File: src/rtl/key_pkg.sv
// Shared constants and types for the key conditioner: default timing at a
// 50 MHz clock, the per-channel hold FSM state encoding and a small helper.
// Imported by key_channel and key_conditioner.
package key_pkg;

    // Default timing at 50 MHz
    localparam int DEF_DEBOUNCE_CYCLES = 1000000;  // 20 ms
    localparam int DEF_LONG_CYCLES     = 25000000; // 0.5 s before first repeat
    localparam int DEF_REPEAT_CYCLES   = 5000000;  // 0.1 s between repeats

    typedef enum logic [1:0] {
        IDLE      = 2'd0,
        WAIT_LONG = 2'd1,
        REPEAT    = 2'd2
    } hold_state_t;

    function automatic int max_int(input int a, input int b);
        return (a > b) ? a : b;
    endfunction

endpackage

File: src/rtl/key_channel.sv
// Purpose : one key channel: 2-flop sync, debounce, press/release edge pulses, auto-repeat.
// Latency : raw edge -> o_level / edge pulse after DEBOUNCE_CYCLES+2 cycles; repeat is combinational from FSM state.
// Backpr. : none; free-running, pulses are single-cycle and must be consumed when seen.
// Ports   : i_clk, i_rst_n (sync, active-low), i_key_n (raw, low = pressed),
//           o_level (debounced, high = pressed), o_press, o_release, o_repeat.
module key_channel
    import key_pkg::*;
#(
    parameter int DEBOUNCE_CYCLES = DEF_DEBOUNCE_CYCLES,
    parameter int LONG_CYCLES     = DEF_LONG_CYCLES,
    parameter int REPEAT_CYCLES   = DEF_REPEAT_CYCLES
) (
    input  logic i_clk,
    input  logic i_rst_n,
    input  logic i_key_n,
    output logic o_level,
    output logic o_press,
    output logic o_release,
    output logic o_repeat
);

    localparam int DB_W   = $clog2(DEBOUNCE_CYCLES) + 1;
    localparam int HOLD_W = $clog2(max_int(LONG_CYCLES, REPEAT_CYCLES)) + 1;

    localparam logic [DB_W-1:0]   DB_LAST   = DB_W'(DEBOUNCE_CYCLES - 1);
    localparam logic [HOLD_W-1:0] LONG_LAST = HOLD_W'(LONG_CYCLES - 1);
    localparam logic [HOLD_W-1:0] REP_LAST  = HOLD_W'(REPEAT_CYCLES - 1);

    logic              r_sync1;
    logic              r_sync2;
    logic              r_stable;     // debounced raw polarity, 1 = released
    logic [DB_W-1:0]   r_db_cnt;
    logic              r_press;
    logic              r_release;
    hold_state_t       r_state;
    logic [HOLD_W-1:0] r_hold_cnt;

    logic              w_differ;
    logic              w_toggle;
    logic              w_level;
    hold_state_t       w_state_nxt;
    logic [HOLD_W-1:0] w_hold_nxt;
    logic              w_repeat;

    assign w_differ = (r_sync2 != r_stable);
    // Accept the change only after DEBOUNCE_CYCLES consecutive differing samples.
    assign w_toggle = w_differ && (r_db_cnt == DB_LAST);
    assign w_level  = ~r_stable;

    always_ff @(posedge i_clk) begin
        if (!i_rst_n) begin
            r_sync1   <= 1'b1;
            r_sync2   <= 1'b1;
            r_stable  <= 1'b1;
            r_db_cnt  <= '0;
            r_press   <= 1'b0;
            r_release <= 1'b0;
        end else begin
            r_sync1   <= i_key_n;
            r_sync2   <= r_sync1;
            // Pulses are registered alongside the stable-state toggle so they
            // coincide with the first cycle of the new level.
            r_press   <= w_toggle &&  r_stable;
            r_release <= w_toggle && !r_stable;
            if (w_toggle) begin
                r_stable <= ~r_stable;
                r_db_cnt <= '0;
            end else if (w_differ) begin
                r_db_cnt <= r_db_cnt + DB_W'(1);
            end else begin
                r_db_cnt <= '0;
            end
        end
    end

    always_ff @(posedge i_clk) begin
        if (!i_rst_n) begin
            r_state    <= IDLE;
            r_hold_cnt <= '0;
        end else begin
            r_state    <= w_state_nxt;
            r_hold_cnt <= w_hold_nxt;
        end
    end

    always_comb begin
        w_state_nxt = r_state;
        w_hold_nxt  = r_hold_cnt;
        w_repeat    = 1'b0;
        case (r_state)
            IDLE: begin
                if (r_press) begin
                    w_state_nxt = WAIT_LONG;
                    w_hold_nxt  = '0;
                end
            end
            WAIT_LONG: begin
                if (r_hold_cnt == LONG_LAST) begin
                    w_state_nxt = REPEAT;
                    w_hold_nxt  = '0;
                    w_repeat    = 1'b1;
                end else begin
                    w_hold_nxt = r_hold_cnt + HOLD_W'(1);
                end
            end
            REPEAT: begin
                if (r_hold_cnt == REP_LAST) begin
                    w_hold_nxt = '0;
                    w_repeat   = 1'b1;
                end else begin
                    w_hold_nxt = r_hold_cnt + HOLD_W'(1);
                end
            end
            default: begin
                w_state_nxt = IDLE;
                w_hold_nxt  = '0;
            end
        endcase
        // Released level overrides everything; this also keeps repeat away
        // from the release cycle.
        if (!w_level) begin
            w_state_nxt = IDLE;
            w_hold_nxt  = '0;
            w_repeat    = 1'b0;
        end
    end

    assign o_level   = w_level;
    assign o_press   = r_press;
    assign o_release = r_release;
    assign o_repeat  = w_repeat;

endmodule

File: src/rtl/key_conditioner.sv
// Purpose : conditions N_KEYS raw board keys for the game core; key_level drives the core's left/right controls directly.
// Latency : raw edge -> key_level and press/release pulse after DEBOUNCE_CYCLES+2 cycles.
// Backpr. : none; all outputs are single-cycle pulses or levels, channels fully independent.
// Ports   : sys_clk, sys_rst_n (sync, active-low), key_n[N_KEYS] (raw, low = pressed),
//           key_level, key_press, key_release, key_repeat (all N_KEYS, high active).
module key_conditioner
    import key_pkg::*;
#(
    parameter int N_KEYS          = 4,
    parameter int DEBOUNCE_CYCLES = DEF_DEBOUNCE_CYCLES,
    parameter int LONG_CYCLES     = DEF_LONG_CYCLES,
    parameter int REPEAT_CYCLES   = DEF_REPEAT_CYCLES
) (
    input  logic              sys_clk,
    input  logic              sys_rst_n,
    input  logic [N_KEYS-1:0] key_n,
    output logic [N_KEYS-1:0] key_level,
    output logic [N_KEYS-1:0] key_press,
    output logic [N_KEYS-1:0] key_release,
    output logic [N_KEYS-1:0] key_repeat
);

    if (N_KEYS < 2 || DEBOUNCE_CYCLES < 2 || LONG_CYCLES < 2 || REPEAT_CYCLES < 2) begin : g_bad_param
        $error("key_conditioner: all parameters must be >= 2");
    end

    for (genvar i = 0; i < N_KEYS; i++) begin : g_ch
        key_channel #(
            .DEBOUNCE_CYCLES (DEBOUNCE_CYCLES),
            .LONG_CYCLES     (LONG_CYCLES),
            .REPEAT_CYCLES   (REPEAT_CYCLES)
        ) u_ch (
            .i_clk     (sys_clk),
            .i_rst_n   (sys_rst_n),
            .i_key_n   (key_n[i]),
            .o_level   (key_level[i]),
            .o_press   (key_press[i]),
            .o_release (key_release[i]),
            .o_repeat  (key_repeat[i])
        );
    end

endmodule

File: config.mk
export PLATFORM = sky130hd
export DESIGN_NAME = key_conditioner
export DESIGN_NICKNAME = d
export VERILOG_FILES = /design/src/rtl/key_pkg.sv /design/src/rtl/key_channel.sv /design/src/rtl/key_conditioner.sv
export SDC_FILE = /design/constraint.sdc
export NUM_CORES = 1
export LEC_CHECK = 0
export ABC_AREA = 1
export CORE_MARGIN = 2
export CORE_UTILIZATION = 30
export DETAILED_ROUTE_END_ITERATION = 7
export GPL_ROUTABILITY_DRIVEN = 0
export MAX_ROUTING_LAYER = met4
export PLACE_DENSITY = 0.53
export SYNTH_ARGS = -nofsm -noshare
export SYNTH_HDL_FRONTEND = slang
export SYNTH_HIERARCHICAL = 1
export SYNTH_SLANG_ARGS = --single-unit
File: constraint.sdc
create_clock -name sys_clk -period 1.95 [get_ports sys_clk]
set_input_delay 0.39 -clock sys_clk [delete_from_list [all_inputs] [get_ports sys_clk]]
set_output_delay 0.39 -clock sys_clk [all_outputs]
set_load 0.005 [all_outputs]
# Word-level counts from Yosys, hierarchy flattened
# Index checks and enable logic that the tools add are counted.
# W data, S select, Z words.
# word_totals
reg_bits	216
in_bits	6
elab_cells	161
# op_classes
addsub	8
n_eq_ne	32
muxes	44
n_bitwise	13
reduce_logical	32
# op_table
cell	count
$mux W26	12
$pmux W26 S3	4
$add A26 B1 Y26 const B	4
$eq A26 B23 Y1 const B	4
$eq A26 B25 Y1 const B	4
$add A21 B1 Y21 const B	4
$eq A21 B20 Y1 const B	4
$pmux W2 S3	4
$mux W2	8
$ne A2 B1 Y1 const B	8
$not A1 Y1	13
$logic_and A1 B1 Y1	12
$mux W1	12
$reduce_and A3 Y1	4
$reduce_or A3 Y1	4
$eq A2 B1 Y1 const B	4
$eq A2 B2 Y1 const B	4
$logic_not A2 Y1	4
$pmux W1 S2	4
$reduce_or A2 Y1	4
$logic_not A1 Y1	4
$ne A1 B1 Y1	4

# Logic depth before layout (Yosys ltp)
# depth
word_depth	4
depth_mapped	11
mapped_depth_nobuf	11

# By module
# Netlist, hierarchy kept.
# by_module_without_submodules
module	instances	cells_each	area_per_inst_um2
key_channel at g_ch[0].u_ch ...	3	530	3273.1
key_channel at g_ch[3].u_ch	1	523	3255.6

# Worst setup path after synthesis
# Ideal clock, no wire load.
# synth_timing
path_kind	register to output
start	register g_ch[0].u_ch.r_hold_cnt[0]
end	output key_repeat[0]
arrival_time_ps	1401
setup_slack_ps	159
stages_incl_launch_ff	9
cell_sequence	dfxtp_1 ha_1 nand2_2 inv_2 nand2_1 nor2_1 nand4_1 or2_2 a21oi_1
# synth_between
elab_chain_cells	4
# synth_lines
element	line	text
start, declared	key_channel.sv:36	logic [HOLD_W-1:0] r_hold_cnt;
start signal, assigned	key_channel.sv:82	r_hold_cnt <= w_hold_nxt;
$eq A26 B23 Y1 or $eq A26 B25 Y1 (tied branches)	key_channel.sv:107, key_channel.sv:98	
$mux W1 (on tied branches)	key_channel.sv:107, key_channel.sv:98	
$pmux W1 S2 *	key_channel.sv:90	case (r_state)
$mux W1 *	key_channel.sv:121	if (!w_level) begin
end, declared	key_conditioner.sv:20	output logic [N_KEYS-1:0] key_repeat
# Mark *: on every way between the ends. The rest lies on a longest branch, timed or not.

# Worst setup path after layout
# layout_timing
start	register g_ch[1].u_ch.r_hold_cnt[18]
end	output key_repeat[1]
# layout_between
elab_chain_cells	4
# layout_lines
element	line
start, declared	key_channel.sv:36
start signal, assigned	key_channel.sv:82
$eq A26 B23 Y1 or $eq A26 B25 Y1 (tied branches)	key_channel.sv:107, key_channel.sv:98
$mux W1 (on tied branches)	key_channel.sv:107, key_channel.sv:98
$pmux W1 S2 *	key_channel.sv:90
$mux W1 *	key_channel.sv:121
# Marks and branches as above.

==> impl_metrics.env <==
export IMPL_rsz0062_at_grt="yes"
export IMPL_p_leak_nw=6.08
export IMPL_drv_slew=0
export IMPL_start_util_pct=30.4
export IMPL_ys_warnings_count=6
export IMPL_overflow=0
export IMPL_grt_start_max_net_pins=30
export IMPL_ir_drop_mv=0.584
export IMPL_synthDistinctLibCells=33
export IMPL_period_minus_slack_ps=2380
export IMPL_critPathLaunch="g_ch[1].u_ch/r_hold_cnt[18]$_SDFFE_PP0P_"
export IMPL_nets=2391
export IMPL_crit_arrival_ps=1990
export IMPL_synth_avg_cell_area_um2=6.19
export IMPL_ys_ff_latch=216
export IMPL_cp_max_fo=4
export IMPL_antenna_cells=0
export IMPL_powerDensity_nw_per_um2=590
export IMPL_track_usage_pct=16.3
export IMPL_required_ps=1560
export IMPL_r2r_slack_ps=80
export IMPL_hold_viol=0
export IMPL_hold_path_class="register to register"
export IMPL_path_buf_inv=1
export IMPL_drt_total_wl_um=35400
export IMPL_grt_pass1_vias=13068
export IMPL_hold_buffers=0
export IMPL_min_from="g_ch[3].u_ch/r_sync1$_SDFF_PN1_"
export IMPL_cts_tree="yes"
export IMPL_viasPerCell=4.55
export IMPL_fin_crit_sh_pct=122
export IMPL_instances_no_fill=2965
export IMPL_cts_max_level=1
export IMPL_avgRoutedWirePerCell_um=11.9
export IMPL_design_die_area_um2=45300
export IMPL_critical_path_max_stage_delay_ps=370
export IMPL_place_ws_ps=-449
export IMPL_hold_ws_ps=403
export IMPL_ios=22
export IMPL_core_area_um2=43100
export IMPL_clockRootBuffer="clkbuf_16"
export IMPL_critical_path_class="register to output port"
export IMPL_path_cells="nand2_1 -> nor3_1 -> nand4_1 -> or2_4 -> a21oi_2 -> buf_2"
export IMPL_fin_ws_ps=-434
export IMPL_r2r_start="g_ch[3].u_ch/r_hold_cnt[1]$_SDFFE_PP0P_"
export IMPL_clock_sinks=216
export IMPL_initialDrtViolationCount=720
export IMPL_setup_worst_path_start_class="register"
export IMPL_status="finished with violations"
export IMPL_stdcell_area_um2=17000
export IMPL_syn2layout_area_growth_pct=29.9
export IMPL_ant_nets=0
export IMPL_end_kind="output port"
export IMPL_netlist_instances=2113
export IMPL_worst_pin_slew_ps=403
export IMPL_syn_area_um2=13100
export IMPL_critical_path_top_delay_family="simple AND/OR/NAND/NOR gates"
export IMPL_hpwl_um=24700
export IMPL_fmax_ghz=0.420
export IMPL_antenna_found_initial=0
export IMPL_synth_nets=2143
export IMPL_clock_skew_ps=9.61
export IMPL_placedInstanceArea_um2=15500
export IMPL_die_h_um=213
export IMPL_setup_viol=4
export IMPL_path_clk_slew_ps=60
export IMPL_die_w_um=213
export IMPL_cpMaxStageDelayCell="dfxtp_1"
export IMPL_drive_above_1_share_pct=18.0
export IMPL_drv_cap=0
export IMPL_portBuffers=21
export IMPL_num_rows=76
export IMPL_grt_pass1_wl_um=60400
export IMPL_dp_cells=2891
export IMPL_maxSlewHeadroom_pct=73.1
export IMPL_cts_buffers=28
export IMPL_clk_path_buf_depth=3
export IMPL_vias=13493
export IMPL_drt_pass1_iter_count=7
export IMPL_drc=0
export IMPL_violations="negative setup slack"
export IMPL_clkLatencyLatePin_ps=550
export IMPL_synth_seq_area_share_pct=33.1
## timing repair
action	CTS	global route
setup buffers	21	9
resized for setup	66	36
gates cloned	1	4
endpoints found under the hold margin	0	0
setup endpoints to repair	7	85
pin swaps	14	17
## cells in the final DEF, fill, tap and decap left out, types with 29 or more instances in the layout
cell / instances
nand2_1: 616
nor2_1: 400
buf_4: 228
inv_1: 214
dfxtp_1: 207
a21oi_1: 168
nand3_1: 95
nor3_1: 46
nand4_1: 39
xor2_1: 38
clkbuf_16: 29
## worst min-delay path, stage by stage, from the launching register on
cell,delay [ps]
dfxtp_1,310
inv_1,30
nand2_1,40
## final timing paths
kind                                                   to  depth (start not counted)
setup / recovery                            key_repeat[1]                          6
hold / removal            g_ch[3].u_ch/r_sync2$_SDFF_PN1_                          2
setup reg to reg  g_ch[3].u_ch/r_hold_cnt[7]$_SDFFE_PP0P_                         13
hold reg to reg           g_ch[3].u_ch/r_sync2$_SDFF_PN1_                          2
## per-stage QoR
step | utilization [%] | power, W | setup TNS, ps
3_3_place_gp | 35.9 | 0.00459 | -1670
2_1_floorplan | - | 0.00456 | 0
4_1_cts | 39.0 | 0.0102 | -19340
5_1_grt | 39.4 | 0.0104 | -3450
3_5_place_dp | 35.9 | 0.00459 | -1740
6_report | 39.4 | 0.0100 | -1580
## report_power, final
group,switching (W),leakage (nW),total [W],internal [W]
combinational,0.0000346,3.86,0.0000658,0.0000313
clock,0.00206,0.478,0.00553,0.00347
sequential,0.00000442,1.74,0.00443,0.00442
total,0.00210,6.08,0.0100,0.00793
## per-layer routing
layer | part of all wire [%] | global-route usage [%]
met1 | 48 | 20.7
met2 | 45 | 27.1
met3 | 3.7 | 2.21
met4 | 2.7 | 4.36
met5 | 0 | -
## state kept, by name, indices dropped and copies added (netlist names)
signal / count
g_ch.u_ch/o_press: 4
g_ch.u_ch/o_release: 4
g_ch.u_ch/r_db_cnt: 84
g_ch.u_ch/r_hold_cnt: 104
g_ch.u_ch/r_stable: 4
g_ch.u_ch/r_state: 8
g_ch.u_ch/r_sync1: 4
g_ch.u_ch/r_sync2: 4
## cells in the mapped netlist (all sizes together)
library cell  number  share of area (%)
xnor2             19                1.3
dfxtp            216                 33
a211oi             4               0.23
buf               23                1.4
nor4               6               0.40
o21ai             16               0.61
a21oi            177                6.9
and2              11               0.53
inv              221                6.3
xor2              38                2.5
nor3b             10               0.57
nand3             96                3.7
nand4             39                1.9
or2               23                1.1
nor3              56                2.5
nand3b            14               0.80
nand2            659                 20
o21bai             4               0.23
nor2             436                 13
clkbuf            21               0.60
ha                24                2.3
## cell families after synthesis
| kind of cell | share of synthesized area [%] |
|---|---|
| AO/OA/AOI/OAI | 7.93 |
| XOR/XNOR | 3.82 |
| adder cells (fa/ha/maj) | 2.30 |
| buffers and inverters | 8.36 |
| flip-flops | 33.1 |
| AND/OR/NAND/NOR | 44.5 |
## area by class of cell
cell class / instances / area, µm²
fill: 4598 / 26100
multi-input combinational: 1637 / 8030
sequential: 216 / 4340
timing repair buffer: 257 / 2060
inverter: 221 / 835
clock buffer: 35 / 778
tap: 585 / 732
clock inverter: 14 / 214
(Power assumes the default switching activity.)
